[config.mk]
export PLATFORM = sky130hd
export DESIGN_NAME = sync_fifo_flat
export DESIGN_NICKNAME = d
export VERILOG_FILES = /design/src/rtl/sync_fifo_pkg.sv /design/src/rtl/sync_fifo_if.sv /design/src/rtl/sync_fifo_mem.sv /design/src/rtl/sync_fifo.sv /design/src/flat_wrapper.sv
export SDC_FILE = /design/constraint.sdc
export NUM_CORES = 1
export LEC_CHECK = 0
export BUFFER_PORTS_ARGS = -buffer_cell sky130_fd_sc_hd__buf_2
export CORE_MARGIN = 1
export CORE_UTILIZATION = 44
export CTS_CLUSTER_SIZE = 8
export DETAILED_ROUTE_END_ITERATION = 10
export GPL_TIMING_DRIVEN = 0
export PLACE_DENSITY = 0.7
export SLEW_MARGIN = 10
export SYNTH_ARGS = -nofsm -noshare
export SYNTH_HDL_FRONTEND = slang
export SYNTH_SLANG_ARGS = --single-unit
[constraint.sdc]
create_clock -name clk -period 2.85 [get_ports clk]
set_clock_uncertainty 0.05 [all_clocks]
set_input_delay 0.285 -clock clk [delete_from_list [all_inputs] [get_ports clk]]
set_output_delay 0.285 -clock clk [all_outputs]
set_load 0.02 [all_outputs]
[src/rtl/sync_fifo_pkg.sv]
// Shared FIFO definitions: pointer sizing and read-mode encodings.
// Intended for reuse by this FIFO and later FIFO variants.
package sync_fifo_pkg;

    // Read-mode encodings for the FWFT parameter.
    localparam int FWFT_OFF = 0;   // registered read, 1-cycle latency
    localparam int FWFT_ON  = 1;   // head word presented whenever non-empty

    // Pointer width: one extra bit beyond the RAM address.
    // The extra bit separates "same slot, empty" from "same slot, full".
    // Level and occupancy use the same width so they can hold DEPTH itself.
    function automatic int ptr_w(input int depth);
        return $clog2(depth) + 1;
    endfunction

endpackage

[src/rtl/sync_fifo_if.sv]
// Handshake and status bundle between a FIFO and its user.
// The slave modport is the FIFO side; the master modport is the user side.
interface sync_fifo_if
    import sync_fifo_pkg::*;
#(
    parameter int DEPTH  = 32,
    parameter int DWIDTH = 8
);
    localparam int LVL_W = ptr_w(DEPTH);

    logic              clr_i;
    logic              wenc_i;
    logic [DWIDTH-1:0] wdata_i;
    logic              renc_i;
    logic [DWIDTH-1:0] rdata_o;
    logic              full_o;
    logic              empty_o;
    logic              afull_o;
    logic              aempty_o;
    logic [LVL_W-1:0]  level_o;
    logic              ovf_o;
    logic              udf_o;

    modport slave (
        input  clr_i, wenc_i, wdata_i, renc_i,
        output rdata_o, full_o, empty_o, afull_o, aempty_o, level_o, ovf_o, udf_o
    );

    modport master (
        output clr_i, wenc_i, wdata_i, renc_i,
        input  rdata_o, full_o, empty_o, afull_o, aempty_o, level_o, ovf_o, udf_o
    );

endinterface

[src/rtl/sync_fifo_mem.sv]
// FIFO storage array: one write port, one read port, single clock, no reset.
// FWFT_OFF gives a registered read that updates only on re.
// FWFT_ON gives an asynchronous read of raddr.
module sync_fifo_mem
    import sync_fifo_pkg::*;
#(
    parameter int DEPTH  = 32,
    parameter int DWIDTH = 8,
    parameter int FWFT   = FWFT_OFF,
    localparam int AW    = ptr_w(DEPTH) - 1
) (
    input  logic              clk,
    input  logic              we,
    input  logic [AW-1:0]     waddr,
    input  logic [DWIDTH-1:0] wdata,
    input  logic              re,
    input  logic [AW-1:0]     raddr,
    output logic [DWIDTH-1:0] rdata
);

    logic [DWIDTH-1:0] mem_q [DEPTH];

    // Store the write word; the controller only raises we on an accepted write.
    always_ff @(posedge clk) begin
        if (we) begin
            mem_q[waddr] <= wdata;
        end
    end

    generate
        if (FWFT == FWFT_OFF) begin : g_reg_rd
            logic [DWIDTH-1:0] rdata_q;

            // Capture the head word on an accepted read; otherwise hold.
            always_ff @(posedge clk) begin
                if (re) begin
                    rdata_q <= mem_q[raddr];
                end
            end

            assign rdata = rdata_q;
        end else begin : g_async_rd
            // The read strobe has no effect when the read is asynchronous.
            logic unused_re;
            assign unused_re = re;
            assign rdata     = mem_q[raddr];
        end
    endgenerate

endmodule

[src/rtl/sync_fifo.sv]
// Synchronous FIFO controller: pointers, occupancy, flags, sticky errors.
// All flags decode from registered level only. While rst_n is low, full and
// empty are forced high so that neither side can be accepted.
module sync_fifo
    import sync_fifo_pkg::*;
#(
    parameter int DEPTH     = 32,
    parameter int DWIDTH    = 8,
    parameter int FWFT      = FWFT_OFF,
    parameter int AFULL_TH  = DEPTH - 2,
    parameter int AEMPTY_TH = 2
) (
    input  logic        clk,
    input  logic        rst_n,
    sync_fifo_if.slave  bus
);

    localparam int PTR_W = ptr_w(DEPTH);
    localparam int AW    = PTR_W - 1;
    localparam int LVL_W = PTR_W;

    localparam logic [LVL_W-1:0] LVL_FULL   = LVL_W'(DEPTH);
    localparam logic [LVL_W-1:0] LVL_AFULL  = LVL_W'(AFULL_TH);
    localparam logic [LVL_W-1:0] LVL_AEMPTY = LVL_W'(AEMPTY_TH);

    logic [PTR_W-1:0] wptr_q, wptr_d;
    logic [PTR_W-1:0] rptr_q, rptr_d;
    logic [LVL_W-1:0] level_q, level_d;
    logic             ovf_q, ovf_d;
    logic             udf_q, udf_d;

    logic             full_w;
    logic             empty_w;
    logic             wr_acc;
    logic             rd_acc;
    logic [DWIDTH-1:0] mem_rdata;

    assign full_w  = !rst_n || (level_q == LVL_FULL);
    assign empty_w = !rst_n || (level_q == '0);

    // A flush overrides any simultaneous access. The flags are registered, so
    // on a full FIFO only the read is accepted, and on an empty FIFO only the
    // write is accepted.
    assign wr_acc = bus.wenc_i && !full_w  && !bus.clr_i;
    assign rd_acc = bus.renc_i && !empty_w && !bus.clr_i;

    // Next-state for pointers, level and sticky errors.
    always_comb begin
        wptr_d  = wptr_q;
        rptr_d  = rptr_q;
        level_d = level_q;
        ovf_d   = ovf_q || (bus.wenc_i && full_w);
        udf_d   = udf_q || (bus.renc_i && empty_w);

        if (bus.clr_i) begin
            wptr_d  = '0;
            rptr_d  = '0;
            level_d = '0;
            ovf_d   = 1'b0;
            udf_d   = 1'b0;
        end else begin
            if (wr_acc) begin
                wptr_d = wptr_q + PTR_W'(1);
            end
            if (rd_acc) begin
                rptr_d = rptr_q + PTR_W'(1);
            end
            unique case ({wr_acc, rd_acc})
                2'b10:   level_d = level_q + LVL_W'(1);
                2'b01:   level_d = level_q - LVL_W'(1);
                default: level_d = level_q;
            endcase
        end
    end

    // Control state registers; the asynchronous reset discards all content.
    always_ff @(posedge clk or negedge rst_n) begin
        if (!rst_n) begin
            wptr_q  <= '0;
            rptr_q  <= '0;
            level_q <= '0;
            ovf_q   <= 1'b0;
            udf_q   <= 1'b0;
        end else begin
            wptr_q  <= wptr_d;
            rptr_q  <= rptr_d;
            level_q <= level_d;
            ovf_q   <= ovf_d;
            udf_q   <= udf_d;
        end
    end

    // Pointer MSBs only track wrap parity; the separate level register
    // already resolves full against empty, so addressing uses the low bits.
    logic unused_ptr_msb;
    assign unused_ptr_msb = wptr_q[PTR_W-1] ^ rptr_q[PTR_W-1];

    sync_fifo_mem #(
        .DEPTH  (DEPTH),
        .DWIDTH (DWIDTH),
        .FWFT   (FWFT)
    ) u_mem (
        .clk    (clk),
        .we     (wr_acc),
        .waddr  (wptr_q[AW-1:0]),
        .wdata  (bus.wdata_i),
        .re     (rd_acc),
        .raddr  (rptr_q[AW-1:0]),
        .rdata  (mem_rdata)
    );

    generate
        if (FWFT == FWFT_OFF) begin : g_std_rd
            // The storage read register has no reset, so its output stays
            // masked to zero after reset until the first read reloads it.
            // A flush leaves this mask alone so that rdata_o holds.
            logic rd_valid_q;

            // Track whether the read register has been loaded since reset.
            always_ff @(posedge clk or negedge rst_n) begin
                if (!rst_n) begin
                    rd_valid_q <= 1'b0;
                end else if (rd_acc) begin
                    rd_valid_q <= 1'b1;
                end
            end

            assign bus.rdata_o = rd_valid_q ? mem_rdata : '0;
        end else begin : g_fwft_rd
            // The head word is visible in the cycle after it is written.
            // The output is zero while the FIFO is empty, including during reset.
            assign bus.rdata_o = empty_w ? '0 : mem_rdata;
        end
    endgenerate

    assign bus.full_o   = full_w;
    assign bus.empty_o  = empty_w;
    assign bus.afull_o  = (level_q >= LVL_AFULL);
    assign bus.aempty_o = (level_q <= LVL_AEMPTY);
    assign bus.level_o  = level_q;
    assign bus.ovf_o    = ovf_q;
    assign bus.udf_o    = udf_q;

endmodule

[src/flat_wrapper.sv]
// flat-port wrapper written by rule: the top's interface ports become plain ports
module sync_fifo_flat import sync_fifo_pkg::*;
#(
    parameter int DEPTH     = 32,
    parameter int DWIDTH    = 8,
    parameter int FWFT      = FWFT_OFF,
    parameter int AFULL_TH  = DEPTH - 2,
    parameter int AEMPTY_TH = 2
)
  (clk, rst_n, bus_clr_i, bus_wenc_i, bus_wdata_i, bus_renc_i, bus_rdata_o, bus_full_o, bus_empty_o, bus_afull_o, bus_aempty_o, bus_level_o, bus_ovf_o, bus_udf_o);
  sync_fifo_if #(.DEPTH(DEPTH), .DWIDTH(DWIDTH)) bus_i ();
  input  logic clk;
  input  logic rst_n;
  input wire logic [$bits(bus_i.clr_i)-1:0] bus_clr_i;
  input wire logic [$bits(bus_i.wenc_i)-1:0] bus_wenc_i;
  input wire logic [$bits(bus_i.wdata_i)-1:0] bus_wdata_i;
  input wire logic [$bits(bus_i.renc_i)-1:0] bus_renc_i;
  output wire logic [$bits(bus_i.rdata_o)-1:0] bus_rdata_o;
  output wire logic [$bits(bus_i.full_o)-1:0] bus_full_o;
  output wire logic [$bits(bus_i.empty_o)-1:0] bus_empty_o;
  output wire logic [$bits(bus_i.afull_o)-1:0] bus_afull_o;
  output wire logic [$bits(bus_i.aempty_o)-1:0] bus_aempty_o;
  output wire logic [$bits(bus_i.level_o)-1:0] bus_level_o;
  output wire logic [$bits(bus_i.ovf_o)-1:0] bus_ovf_o;
  output wire logic [$bits(bus_i.udf_o)-1:0] bus_udf_o;
  assign bus_i.clr_i = bus_clr_i;
  assign bus_i.wenc_i = bus_wenc_i;
  assign bus_i.wdata_i = bus_wdata_i;
  assign bus_i.renc_i = bus_renc_i;
  assign bus_rdata_o = bus_i.rdata_o;
  assign bus_full_o = bus_i.full_o;
  assign bus_empty_o = bus_i.empty_o;
  assign bus_afull_o = bus_i.afull_o;
  assign bus_aempty_o = bus_i.aempty_o;
  assign bus_level_o = bus_i.level_o;
  assign bus_ovf_o = bus_i.ovf_o;
  assign bus_udf_o = bus_i.udf_o;
  sync_fifo #(.DEPTH(DEPTH), .DWIDTH(DWIDTH), .FWFT(FWFT), .AFULL_TH(AFULL_TH), .AEMPTY_TH(AEMPTY_TH)) u_core (.clk(clk), .rst_n(rst_n), .bus(bus_i));
endmodule
# After elaboration in Yosys (flattened, before gate mapping)

Memories as Yosys holds them, arrays and structs flattened. A register that Yosys moved wholly into a read port is not among the register bits.
Cells that the tools add are included.

Bits in registers: 21
Memory bits (writable): 256
Memories: 1

Add/sub/neg operators: 4
$lt $le $gt $ge: 2
Equality and inequality tests: 3
Muxes and demuxes: 11
Reduce and logical (&&, ||, !) cells: 18

Memories:

| memory             | words | bits a word | rd ports | clocked after memory_dff | wr ports | RTL line            | text |
|---|---|---|---|---|---|---|---|
| u_core.u_mem.mem_q | 32    | 8           | 1        | 1                        | 1        | sync_fifo_mem.sv:21 | `logic [DWIDTH-1:0] mem_q [DEPTH];` |

Operators by type and width:

| operator              | number |
|---|---|
| $mux W6               | 5 |
| $add A6 B1 Y6 const B | 3 |
| $pmux W6 S2           | 1 |
| $mux W8               | 1 |
| $eq A6 B6 Y1 const B  | 1 |
| $ge A6 B5 Y1 const B  | 1 |
| $le A6 B2 Y1 const B  | 1 |
| $logic_and A1 B1 Y1   | 6 |
| $logic_not A6 Y1      | 1 |
| $sub A6 B1 Y6 const B | 1 |
| $logic_not A1 Y1      | 4 |
| $logic_or A1 B1 Y1    | 4 |
| $mux W1               | 4 |
| $reduce_bool A2 Y1    | 2 |
| $reduce_bool A3 Y1    | 1 |
| $eq A2 B1 Y1 const B  | 1 |
| $eq A2 B2 Y1 const B  | 1 |

# Depth between registers and ports, before layout

Gate-level depths: netlist of run 1.

Depth in word-level cells: 8
Depth in mapped cells: 12

# By module

Synthesis of run 1 repeated with hierarchy kept, for this count alone.

Cell total of the unflattened synthesis: 537
Area, all modules: 11,353.4 µm²

By module, submodules not included:

| module        | times used | cells each | area each (µm²) |
|---|---|---|---|
| sync_fifo_mem | 1          | 417        | 10,133.5 |
| sync_fifo     | 1          | 120        | 1,219.9 |

# Worst setup path before layout of run 1

No wires, ideal clock.

Path type: reg2reg
Start point: register u_core.level_q[3] (netlist: u_core.bus.level_o[3])
End point: register u_core.level_q[5] (netlist: u_core.bus.level_o[5])
Arrival: 2,648 ps
Path slack: 27 ps
Cell stages (with the launch flop): 10
Clock period less this slack: 2,823 ps
Path through: dfrtp_1 > or4_1 > o21ai_1 > nor2_1 > ha_1 > nand3_1 > o21ai_0 > a21oi_1 > a211oi_1 > mux2_2

Word-level cells in the longest chain between the ends: 8

Ends and longest elaborated chain:

| item                                                       | RTL line                         | text |
|---|---|---|
| start: declaration                                         | sync_fifo.sv:28                  | `logic [LVL_W-1:0] level_q, level_d;` |
| start signal: assignment                                   | sync_fifo.sv:87                  | `level_q <= level_d;` |
| $eq A6 B6 Y1 / $logic_not A6 Y1 (equally long branches)    | sync_fifo.sv:38, sync_fifo.sv:39 |  |
| $logic_or A1 B1 Y1, on equally long branches               | sync_fifo.sv:38, sync_fifo.sv:39 |  |
| $logic_not A1 Y1, on equally long branches                 | sync_fifo.sv:44, sync_fifo.sv:45 |  |
| $logic_and A1 B1 Y1, on equally long branches (2 in a row) | sync_fifo.sv:44, sync_fifo.sv:45 |  |
| $eq A2 B1 Y1 / $eq A2 B2 Y1 (equally long branches)        | sync_fifo.sv:68                  | `unique case ({wr_acc, rd_acc})` |
| $pmux W6 S2                                                | sync_fifo.sv:68                  |  |
| $mux W6                                                    | sync_fifo.sv:55                  | `if (bus.clr_i) begin` |

Several ways; a longest one is shown, not always the timed one.
A chain may end at the register's enable or synchronous reset.

# Final worst setup path of run 1

Start point: register u_core.level_q[3] (netlist: u_core.bus.level_o[3])
End point: register u_core.level_q[4] (netlist: u_core.bus.level_o[4])

The elaborated chain is that of the path after synthesis.

==> flow_summary_export.csv, run 1 <==
group,metric,value,unit
critical_path,r2r_setup_slack,50,ps
yosys,syn_inst,566,
cts,cts_root_buf,"clkbuf_16",
status,status,"finished clean",
power_and_ir_drop,swShare,0.217,
floorplan,dieArea,0.0266,sq mm
global_routing,overflow,0,
cts,cts_buffers,41,
power_and_ir_drop,ir_drop,0.364,mV
critical_path,crit_path_end,"u_core.bus.level_o[4]$_DFFE_PN0P_",
critical_path,start_kind,"flip-flop",
power_and_ir_drop,switchingPower,0.00207,W
yosys,synth_seq_area_share,0.736,
placed_design,io_buffer_count,31,
finish,fin_cells,989,
yosys,yosys_warnings,0,
critical_path,worstSetupStartpoint,"u_core.bus.level_o[3]$_DFFE_PN0P_",
critical_path,worstPathCellList,"or4_4, o21ai_4, nor2_4, xor2_1, ha_1, nor2_1, nor2_1, a31oi_1, o311a_1, a311o_1",
cts,cts_buffer_depth,3,
yosys,synthDistinctLibCells,47,
hold_path,hp-class,"primary input to flip-flop",
power_and_ir_drop,powerDensity,717,mW/mm^2
finish,drive_gt1_frac,0.357,
run,drv_cap,0,
global_routing,antenna_found_initial,0,
timing,hold_viol_final,0,
yosys,yosys_register_bits,283,
global_routing,grt_pass1_wl,35.3,mm
timing,tns,0,ps
finish,final_common_cell,"edfxtp_1",
yosys,syn_area,0.0114,sq mm
global_routing,grtUsageTotal,0.184,
power_and_ir_drop,p_int,0.00747,W
routing,drc,0,
yosys,syn_area_per_cell,20.2,sq um
yosys,ys.flop_type,"edfxtp_1",
routing,drtIter0Drc,671,
timing,worst_slew_pin_slew,966,ps
finish,n_fill_cell,1946,
power_and_ir_drop,pwr-share-seq,0.483,
yosys,synth-edff-count,264,
cts,cts_tree,"yes",
critical_path,r2r_end,"u_core.bus.level_o[4]$_DFFE_PN0P_",
floorplan,die_h,163,um
floorplan,fp.coreArea,0.0253,sq mm
timing,final_max_slew_viol_count,0,
critical_path,arrival,3150,ps
critical_path,reg2reg_depth,10,
power_and_ir_drop,power,0.00954,W
power_and_ir_drop,power_leakage,4.20,nW
routing,vias_per_cell,5.79,
placed_design,place_inst,927,
power_and_ir_drop,p_clk_frac,0.448,
routing,detail-route-antenna-nets,0,
routing,drt_first_pass_iters,5,
critical_path,required,3200,ps
placed_design,dp.final_hpwl,15.0,mm
yosys,async_reset_ff_frac,0.0671,
timing,slew_headroom,0.354,
yosys,syn-num-nets,587,
cts,cts.sinks,283,
finish,area_delta_synth_final,16.5,%
routing,drt-total-wl,23.6,mm
critical_path,cp_common_cell,"nor2_1",
floorplan,rows,58,
finish,fin_area,0.0133,sq mm
global_routing,grt_max_degree,33,
cts,insertion_delay,520,ps
routing,avgRoutedWirePerCell,23.9,um
timing,min_period,2800,ps
critical_path,cp_max_fo,7,
timing,setup_violations,0,
placed_design,gp_congestion,0.939,
cts,clk_pin_slew,50,ps
cts,htree_levels,2,
placed_design,placed_area,0.0120,sq mm
routing,via_count,5725,
global_routing,grt_pass1_vias,5762,
critical_path,reg2reg_from,"u_core.bus.level_o[3]$_DFFE_PN0P_",
critical_path,crit_type,"flip-flop to flip-flop",
power_and_ir_drop,combPwrFrac,0.069,
finish,layout_common_cells,"edfxtp_1 (264), mux4_2 (80), clkbuf_16 (41)",
floorplan,num_io_pins,33,
finish,final_nets,664,
critical_path,cpPeakStageDelay,570,ps
timing,fmax,358,MHz
floorplan,dieWidth,163,um
critical_path,cp-end-kind,"flip-flop",
critical_path,critPathSlowestCell,"or4_4",
timing,fin_crit_sh,0.981,
finish,multiInputGateArea,0.00300,sq mm
finish,seq_area,0.00840,sq mm
finish,antenna_cells,0,
floorplan,initial_core_util,0.451,
[layout make-up]
type / instances / area share
clock inverters: 4 / 0.00339
flip-flops and latches: 283 / 0.632
well taps: 330 / 0.0310
clock buffers: 55 / 0.0811
inverters: 6 / 0.00169
repair buffers: 35 / 0.0141
plain buffers: 27 / 0.0114
multi-input cells: 249 / 0.225
[worst min path at each step]
stage	startpoint	end	slack [ps]	cells past startpoint
6_report	bus_wenc_i	u_core.bus.ovf_o$_DFF_PN0_	60	3
2_1_floorplan	rst_n	u_core.bus.level_o[0]$_DFFE_PN0P_	-60	0
3_5_place_dp	rst_n	u_core.bus.level_o[1]$_DFFE_PN0P_	250	1
3_3_place_gp	rst_n	u_core.bus.level_o[1]$_DFFE_PN0P_	240	1
4_1_cts	bus_wenc_i	u_core.bus.ovf_o$_DFF_PN0_	50	3
5_1_grt	bus_wenc_i	u_core.bus.ovf_o$_DFF_PN0_	80	3
[registers in the layout, summed over array words and instances, names as in the netlist]
register and flops:
u_core.bus.udf_o 1, u_core.g_std_rd.rd_valid_q 1, u_core.wptr_q 5, u_core.bus.ovf_o 1
u_core.bus.level_o 6, u_core.u_mem.rdata 8, u_core.rptr_q 5, u_core.u_mem.mem_q 256
[worst max-delay path, delay by kind of cell (launching register included)]
| family | cells | cell delay [ps] |
|---|---|---|
| AOI/OAI and AO/OA | 4 | 970 |
| adders and majority gates | 1 | 200 |
| DFF | 1 | 450 |
| and+or+nand+nor | 4 | 850 |
| xor gates and xnor gates | 1 | 160 |
[power by group through the flow]
| stage | combinational (W) | sequential, W | clock, W |
|---|---|---|---|
| after global routing | 0.000703 | 0.00461 | 0.00451 |
| after detailed placement | 0.000630 | 0.00469 | 0 |
| after CTS | 0.000640 | 0.00461 | 0.00434 |
| after global placement | 0.000618 | 0.00468 | 0 |
| after floorplan | 0.000398 | 0.00469 | 0 |
| final | 0.000655 | 0.00461 | 0.00427 |
[what timing repair did]
item	in CTS	in global routing
gates resized for setup	12	42
hold buffers	1	0
hold endpoints to repair	19	0
buffers inserted	0	3
setup endpoints to repair	266	252
pin swaps	0	2
[kinds of logic after synthesis]
group | after synthesis | share of synthesized area
AND/OR/NAND/NOR | 108 | 0.0441
XOR/XNOR | 11 | 0.00844
adder cells (fa/ha/maj) | 8 | 0.00877
multiplexers | 92 | 0.169
flip-flops | 283 | 0.736
AO/OA/AOI/OAI | 30 | 0.0184
buffers and inverters | 34 | 0.0150
[metal layers]
metal / global-route usage / up-vias / part of all wire / routed length (um)
met1: 0.258 / 2971 / 0.43 / 10100
met4: 0.0658 / 0 / 0.029 / 690
met2: 0.289 / 239 / 0.47 / 11200
met3: 0.0348 / 51 / 0.071 / 1680
met5: 0 / - / 0 / 0
li1: - / 2464 / - / -
[per-stage QoR]
stage	hold WS [ps]	util	worst slack, ps
2_1_floorplan	-60.6	-	27.3
4_1_cts	45.6	0.519	-96.3
3_5_place_dp	252	0.473	-257
6_report	63.4	0.525	54.7
3_3_place_gp	242	0.473	-265
5_1_grt	77.6	0.525	-10.1
[synth_stat cells (2+ instances only)]
| cell type | count | area, sq um |
|---|---|---|
| o21ai_0 | 4 | 20.0 |
| and2_1 | 8 | 50.1 |
| nand3b_1 | 4 | 30.0 |
| ha_1 | 8 | 100 |
| edfxtp_1 | 264 | 7930 |
| clkbuf_1 | 13 | 48.8 |
| mux4_2 | 80 | 1800 |
| mux2_2 | 10 | 113 |
| dfrtp_1 | 19 | 475 |
| nand3_1 | 4 | 20.0 |
| nor2_1 | 55 | 206 |
| nand2_1 | 19 | 71.3 |
| or3_1 | 2 | 12.5 |
| xnor2_1 | 4 | 35.0 |
| nand2b_1 | 2 | 12.5 |
| xor2_1 | 7 | 61.3 |
| a211oi_1 | 2 | 15.0 |
| or3b_2 | 2 | 17.5 |
| nand4_1 | 4 | 25.0 |
| o311a_1 | 2 | 20.0 |
| a21oi_1 | 10 | 50.1 |
| mux2i_1 | 2 | 20.0 |
| inv_1 | 5 | 18.8 |
| buf_6 | 5 | 56.3 |
| buf_2 | 5 | 25.0 |
| buf_1 | 5 | 18.8 |
Note: power is estimated with default switching activity, not from simulation.
==> inputs of run 2 (changes only) <==
Settings changed: CORE_ASPECT_RATIO from default to 1.4, REMOVE_ABC_BUFFERS from default to 1.
==> run 2 against run 1 <==
  * The flow now finishes with violations (design-rule violations, negative setup slack)
  * Critical path type unchanged
  * Sequential share of layout area about the same
  * Final area hardly changed
  * Via count down 2.0%
  * Wire length down 1.8%
  * Utilization fell by 0.26 points
  * Setup slack lost 190 ps
  * Largest cell class unchanged
  * Total power rose by 1.1%
  * Register-to-register slack got worse by 190 ps
  * First-iteration DRC count decreased by 41%
  * Critical path depth fell by 4
  * Hold slack improved by 20 ps
  * Sequential cell count stayed put
==> flow_summary_export.csv, run 2 (synthesis results as in run 1) <==
group,metric,value,unit
status,status,"complete, but fails checks",
status,violations,"design-rule violations, negative setup slack",
routing,detail-route-antenna-nets,0,
critical_path,reg2reg_depth,6,
routing,via_count,5609,
timing,hold_ws,83.0,ps
critical_path,cp-end-kind,"flip-flop",
timing,fin_crit_sh,1.05,
cts,cts_buffers,41,
routing,avgRoutedWirePerCell,23.9,um
power_and_ir_drop,powerDensity,725,mW/mm^2
finish,antenna_cells,0,
finish,final_common_cell,"edfxtp_1",
routing,met1_length,8.62,mm
timing,fmax,335,MHz
placed_design,gp_congestion,0.924,
global_routing,overflow,0,
placed_design,place_inst,891,
floorplan,rows,69,
cts,cts.sinks,283,
finish,n_fill_cell,1908,
routing,drt_first_pass_iters,8,
cts,cts_root_buf,"clkbuf_16",
routing,drtIter0Drc,399,
global_routing,antenna_found_initial,0,
hold_path,hold_end,"u_core.bus.ovf_o$_DFF_PN0_",
cts,cts_tree,"yes",
finish,largest_reg_flops,256,
finish,drive_gt1_frac,0.356,
floorplan,dieWidth,138,um
floorplan,dieArea,0.0266,sq mm
critical_path,crit_type,"flip-flop to flip-flop",
hold_path,worst_hold_startpoint,"bus_wenc_i",
finish,final_nets,646,
critical_path,r2r_end,"u_core.u_mem.mem_q[30][6]$_DFFE_PP_",
critical_path,r2r_setup_slack,-140,ps
routing,met3_wirelength,1.08,mm
routing,maxUsedRoutingLayer,"met4",
timing,final_max_slew_viol_count,0,
critical_path,arrival,3140,ps
timing,worst_slew_pin_slew,1030,ps
hold_path,holdPathStages,3,
timing,worst_slack,-136,ps
placed_design,dp.final_hpwl,14.2,mm
finish,top_register,"u_core.u_mem.mem_q",
cts,htree_levels,2,
routing,vias_per_cell,5.78,
routing,drc,12,
finish,layout_common_cells,"edfxtp_1 (264), mux4_2 (80), clkbuf_16 (43)",
floorplan,die_h,193,um
finish,area_delta_synth_final,16.5,%
timing,hold_viol_final,0,
timing,setup_violations,192,
floorplan,initial_core_util,0.448,
hold_path,hp-class,"primary input to flip-flop",
placed_design,io_buffer_count,32,
global_routing,grt_pass1_vias,5960,
critical_path,reg2reg_from,"u_core.bus.level_o[2]$_DFFE_PN0P_",
timing,rsz0062_at_grt,"yes",
routing,dr_wl_met2,12.5,mm
critical_path,cp_max_fo,11,
cts,clk_pin_slew,50,ps
global_routing,grt_pass1_wl,35.4,mm
critical_path,start_kind,"flip-flop",
power_and_ir_drop,ir_drop,0.396,mV
cts,cts_buffer_depth,3,
run,drv_cap,0,
floorplan,fp.coreArea,0.0255,sq mm
power_and_ir_drop,power_leakage,4.17,nW
global_routing,grt_max_degree,36,
global_routing,grtUsageTotal,0.180,
timing,slew_headroom,0.310,
critical_path,required,3010,ps
routing,drt-total-wl,23.2,mm
cts,insertion_delay,510,ps
finish,fin_cells,970,
placed_design,dpl_worst_slack,-428,ps
floorplan,num_io_pins,33,
timing,min_period,2990,ps
[run 2: cell types whose count changed in the layout (fill, tap and decap cells not counted), moves of 3 or more]
| cell | previous run | this run |
|---|---|---|
| nand2_1 | 15 | 18 |
| buf_6 | 5 | 0 |
| buf_2 | 37 | 32 |
| buf_4 | 3 | 8 |
| dfrtp_1 | 18 | 14 |
| nand2_2 | 4 | 1 |
| clkbuf_2 | 4 | 0 |
| buf_1 | 4 | 0 |
[run 2: timing repair]
item,4_1_cts,5_1_grt
endpoints found under the hold margin,19,0
resized for setup,10,38
pin swaps,0,1
hold buffers,1,0
endpoints found under the setup margin,22,255
buffers inserted,2,7
cloned,0,0
[run 2: worst max path at each step]
stage,startpoint,slack [ps],end,cells after the start
global placement,u_core.rptr_q[0]$_DFFE_PN0P_,-2470,u_core.u_mem.rdata[6]$_DFFE_PP_,3
floorplan,u_core.rptr_q[0]$_DFFE_PN0P_,-1440,u_core.u_mem.rdata[0]$_DFFE_PP_,3
global route,u_core.bus.level_o[2]$_DFFE_PN0P_,-170,u_core.u_mem.mem_q[26][3]$_DFFE_PP_,6
CTS,u_core.bus.level_o[0]$_DFFE_PN0P_,-30,u_core.u_mem.mem_q[4][7]$_DFFE_PP_,5
detailed placement,u_core.bus.level_o[2]$_DFFE_PN0P_,-430,u_core.bus.level_o[5]$_DFFE_PN0P_,9
finish,u_core.bus.level_o[2]$_DFFE_PN0P_,-140,u_core.u_mem.mem_q[30][6]$_DFFE_PP_,6
[run 2: metal layers]
metal / vias to the layer above / global-route usage
li1: 2424 / -
met1: 2924 / 0.208
met2: 202 / 0.327
met3: 59 / 0.0278
met4: 0 / 0.0964
met5: - / 0
[run 2: critical path: stages (launching register included)]
cell and delay (ps):
dfrtp_2 420, buf_4 180, or3_1 470, o311ai_1 570, nor2_1 200, nand2_1 540, nor2_2 250
[run 2: where the power goes]
| group | total (W) | switching (W) | internal [W] |
|---|---|---|---|
| registers | 0.00462 | 0.0000379 | 0.00458 |
| clock network | 0.00438 | 0.00162 | 0.00276 |
| logic | 0.000642 | 0.000364 | 0.000277 |
[run 2: cell type report]
cell class	instances	area, sq um	share of cell area
timing repair buffer	44	298	0.0224
clock buffer	67	1170	0.0876
inverter	6	22.5	0.00169
multi-input combinational	249	2990	0.225
tap	319	399	0.0300
sequential	283	8410	0.632
clock inverter	2	16.3	0.00122
[run 2: metrics by stage]
step,total power (W),setup TNS (ps),util,cell area (sq um)
2_1_floorplan,0.00508,-13960,-,11300
3_3_place_gp,0.00527,-27370,0.464,11800
3_5_place_dp,0.00529,-2470,0.467,11900
4_1_cts,0.00969,-468,0.516,13100
5_1_grt,0.00993,-24840,0.523,13300
6_report,0.00965,-15190,0.523,13300
==> inputs of run 3 (changes only) <==
Settings changed: CORE_UTILIZATION 44 to 56, PLACE_DENSITY 0.7 to 0.84, REMOVE_ABC_BUFFERS 1 to default, SETUP_SLACK_MARGIN from default to 0.15.
==> run 3 against run 2 <==
  * Global-route usage grew 7.6 points
  * Wire length grew 11%
  * Clock power shrank 3%
  * First-iteration DRC count grew 95%
  * Combinational power grew 4.4%
  * Cell count shrank 5.9%
  * Largest cell class unchanged
  * Setup slack gained 200 ps
  * Register-to-register slack gained 200 ps
  * The run now ends clean
  * Utilization grew 15 points
  * Hold slack is essentially flat
  * Count of clock-buffer cells in the layout shrank 11
  * Sequential share of layout area shrank 0.37 points
==> flow_summary_export.csv, run 3 (synthesis results as in run 1) <==
group,metric,value,unit
critical_path,start_kind,"flip-flop",
routing,avgRoutedWirePerCell,28.2,um
critical_path,required,3180,ps
finish,antenna_cells,0,
cts,clk_pin_slew,60,ps
finish,largest_reg_flops,256,
routing,vias_per_cell,6.57,
finish,final_nets,667,
finish,top_register,"u_core.u_mem.mem_q",
critical_path,crit_type,"flip-flop to flip-flop",
power_and_ir_drop,powerDensity,714,mW/mm^2
finish,n_fill_cell,1153,
floorplan,rows,61,
placed_design,io_buffer_count,31,
global_routing,grt_max_degree,33,
critical_path,cp_max_fo,8,
critical_path,arrival,3120,ps
critical_path,worstSetupStartpoint,"u_core.bus.level_o[4]$_DFFE_PN0P_",
cts,cts_buffer_depth,3,
critical_path,reg2reg_from,"u_core.bus.level_o[4]$_DFFE_PN0P_",
timing,setup_violations,0,
routing,met1_length,9.17,mm
finish,layout_common_cells,"edfxtp_1 (264), mux4_2 (80), clkbuf_16 (42)",
placed_design,dp.final_hpwl,15.8,mm
critical_path,cp-end-kind,"flip-flop",
routing,drtIter0Drc,779,
global_routing,overflow,0,
power_and_ir_drop,power,0.00955,W
routing,drc,0,
status,status,"finished clean",
routing,maxUsedRoutingLayer,"met4",
run,drv_cap,0,
timing,worst_slew_pin_slew,947,ps
cts,insertion_delay,500,ps
timing,worst_slack,61.2,ps
cts,cts_buffers,41,
cts,cts_root_buf,"clkbuf_16",
timing,final_max_slew_viol_count,0,
timing,slew_headroom,0.367,
routing,via_count,5998,
hold_path,hp-class,"primary input to flip-flop",
floorplan,initial_core_util,0.573,
cts,cts.sinks,283,
placed_design,dpl_worst_slack,-254,ps
global_routing,grtUsageTotal,0.257,
global_routing,antenna_found_initial,0,
routing,met3_wirelength,1.66,mm
routing,drt_first_pass_iters,5,
cts,cts_tree,"yes",
floorplan,dieArea,0.0210,sq mm
timing,rsz0062_at_grt,"yes",
finish,final_common_cell,"edfxtp_1",
global_routing,grt_pass1_wl,38.4,mm
routing,drt-total-wl,25.7,mm
timing,hold_viol_final,0,
timing,fin_crit_sh,0.979,
timing,min_period,2790,ps
placed_design,gp_congestion,0.893,
floorplan,dieWidth,123,um
timing,fmax,359,MHz
power_and_ir_drop,ir_drop,0.499,mV
routing,dr_wl_met2,13.6,mm
cts,htree_levels,2,
routing,detail-route-antenna-nets,0,
floorplan,fp.coreArea,0.0199,sq mm
power_and_ir_drop,power_leakage,4.22,nW
floorplan,die_h,171,um
global_routing,grt_pass1_vias,6294,
finish,drive_gt1_frac,0.363,
floorplan,num_io_pins,33,
finish,area_delta_synth_final,17.1,%
hold_path,worst_hold_startpoint,"bus_wenc_i",
==> run 3: cell count changes in the layout (fill, tap and decap cells not counted), sizes merged <==
cell / delta
buf: +10
clkinv: +1
inv: -1
==> run 3: report_power, final <==
group	internal [W]	switching [W]	leakage (nW)
registers	0.00458	0.0000304	2.63
clock network	0.00265	0.00162	0.541
logic	0.000276	0.000393	1.05
total	0.00751	0.00204	4.22
==> run 3: timing repair <==
item / CTS / global route
setup endpoints to repair: 266 / 199
cloned: 0 / 0
hold endpoints to repair: 19 / 0
pin swaps: 1 / 4
buffers inserted: 2 / 3
hold buffers: 1 / 0
resized for setup: 41 / 49
==> run 3: layer usage <==
layer / global-route usage / vias to the layer above
li1: - / 2464
met1: 0.302 / 3107
met2: 0.452 / 339
met3: 0.0453 / 88
met4: 0.121 / 0
met5: 0 / -
==> run 3: area by class of cell <==
cell class / instances / area, sq um / area share
clock buffers: 56 / 1100 / 0.0825
multi-input cells: 249 / 3140 / 0.235
repair buffers: 37 / 203 / 0.0152
inverters: 6 / 22.5 / 0.00168
clock inverters: 2 / 23.8 / 0.00178
plain buffers: 28 / 161 / 0.0121
flip-flops and latches: 283 / 8410 / 0.629
well taps: 252 / 315 / 0.0236
==> run 3: through the flow <==
step / setup TNS, ps / area, sq um / utilization / hold slack (ps) / instances
global route: -29.4 / 13400 / 0.671 / 104 / 913
detailed placement: -3460 / 11900 / 0.597 / 254 / 849
global placement: -1060 / 11900 / 0.597 / 242 / 849
finish: 0 / 13400 / 0.671 / 82.9 / 913
floorplan: 0 / 11400 / - / -60.6 / 566
CTS: 0 / 13200 / 0.660 / 61.7 / 910
==> run 3: critical path, stage by stage (launching register included) <==
cell and delay [ps]:
dfrtp_1 510, or4_4 510, o21ai_4 190, nor2_4 100, xor2_1 190, ha_2 220
nor2_2 50, nor2_1 90, a31oi_1 120, o311a_1 370, a311o_1 280
==> run 3: path summary, 6_finish.rpt <==
kind                                                     end  slack [ps]  cells after the start
setup / recovery           u_core.bus.level_o[4]$_DFFE_PN0P_          60                     10
hold / removal                    u_core.bus.ovf_o$_DFF_PN0_          80                      3
setup reg to reg           u_core.bus.level_o[4]$_DFFE_PN0P_          60                     10
hold reg to reg                   u_core.bus.udf_o$_DFF_PN0_         440                      2
max in group asynchronous       u_core.rptr_q[0]$_DFFE_PN0P_        1560                      2
min in group asynchronous       u_core.rptr_q[4]$_DFFE_PN0P_         540                      2
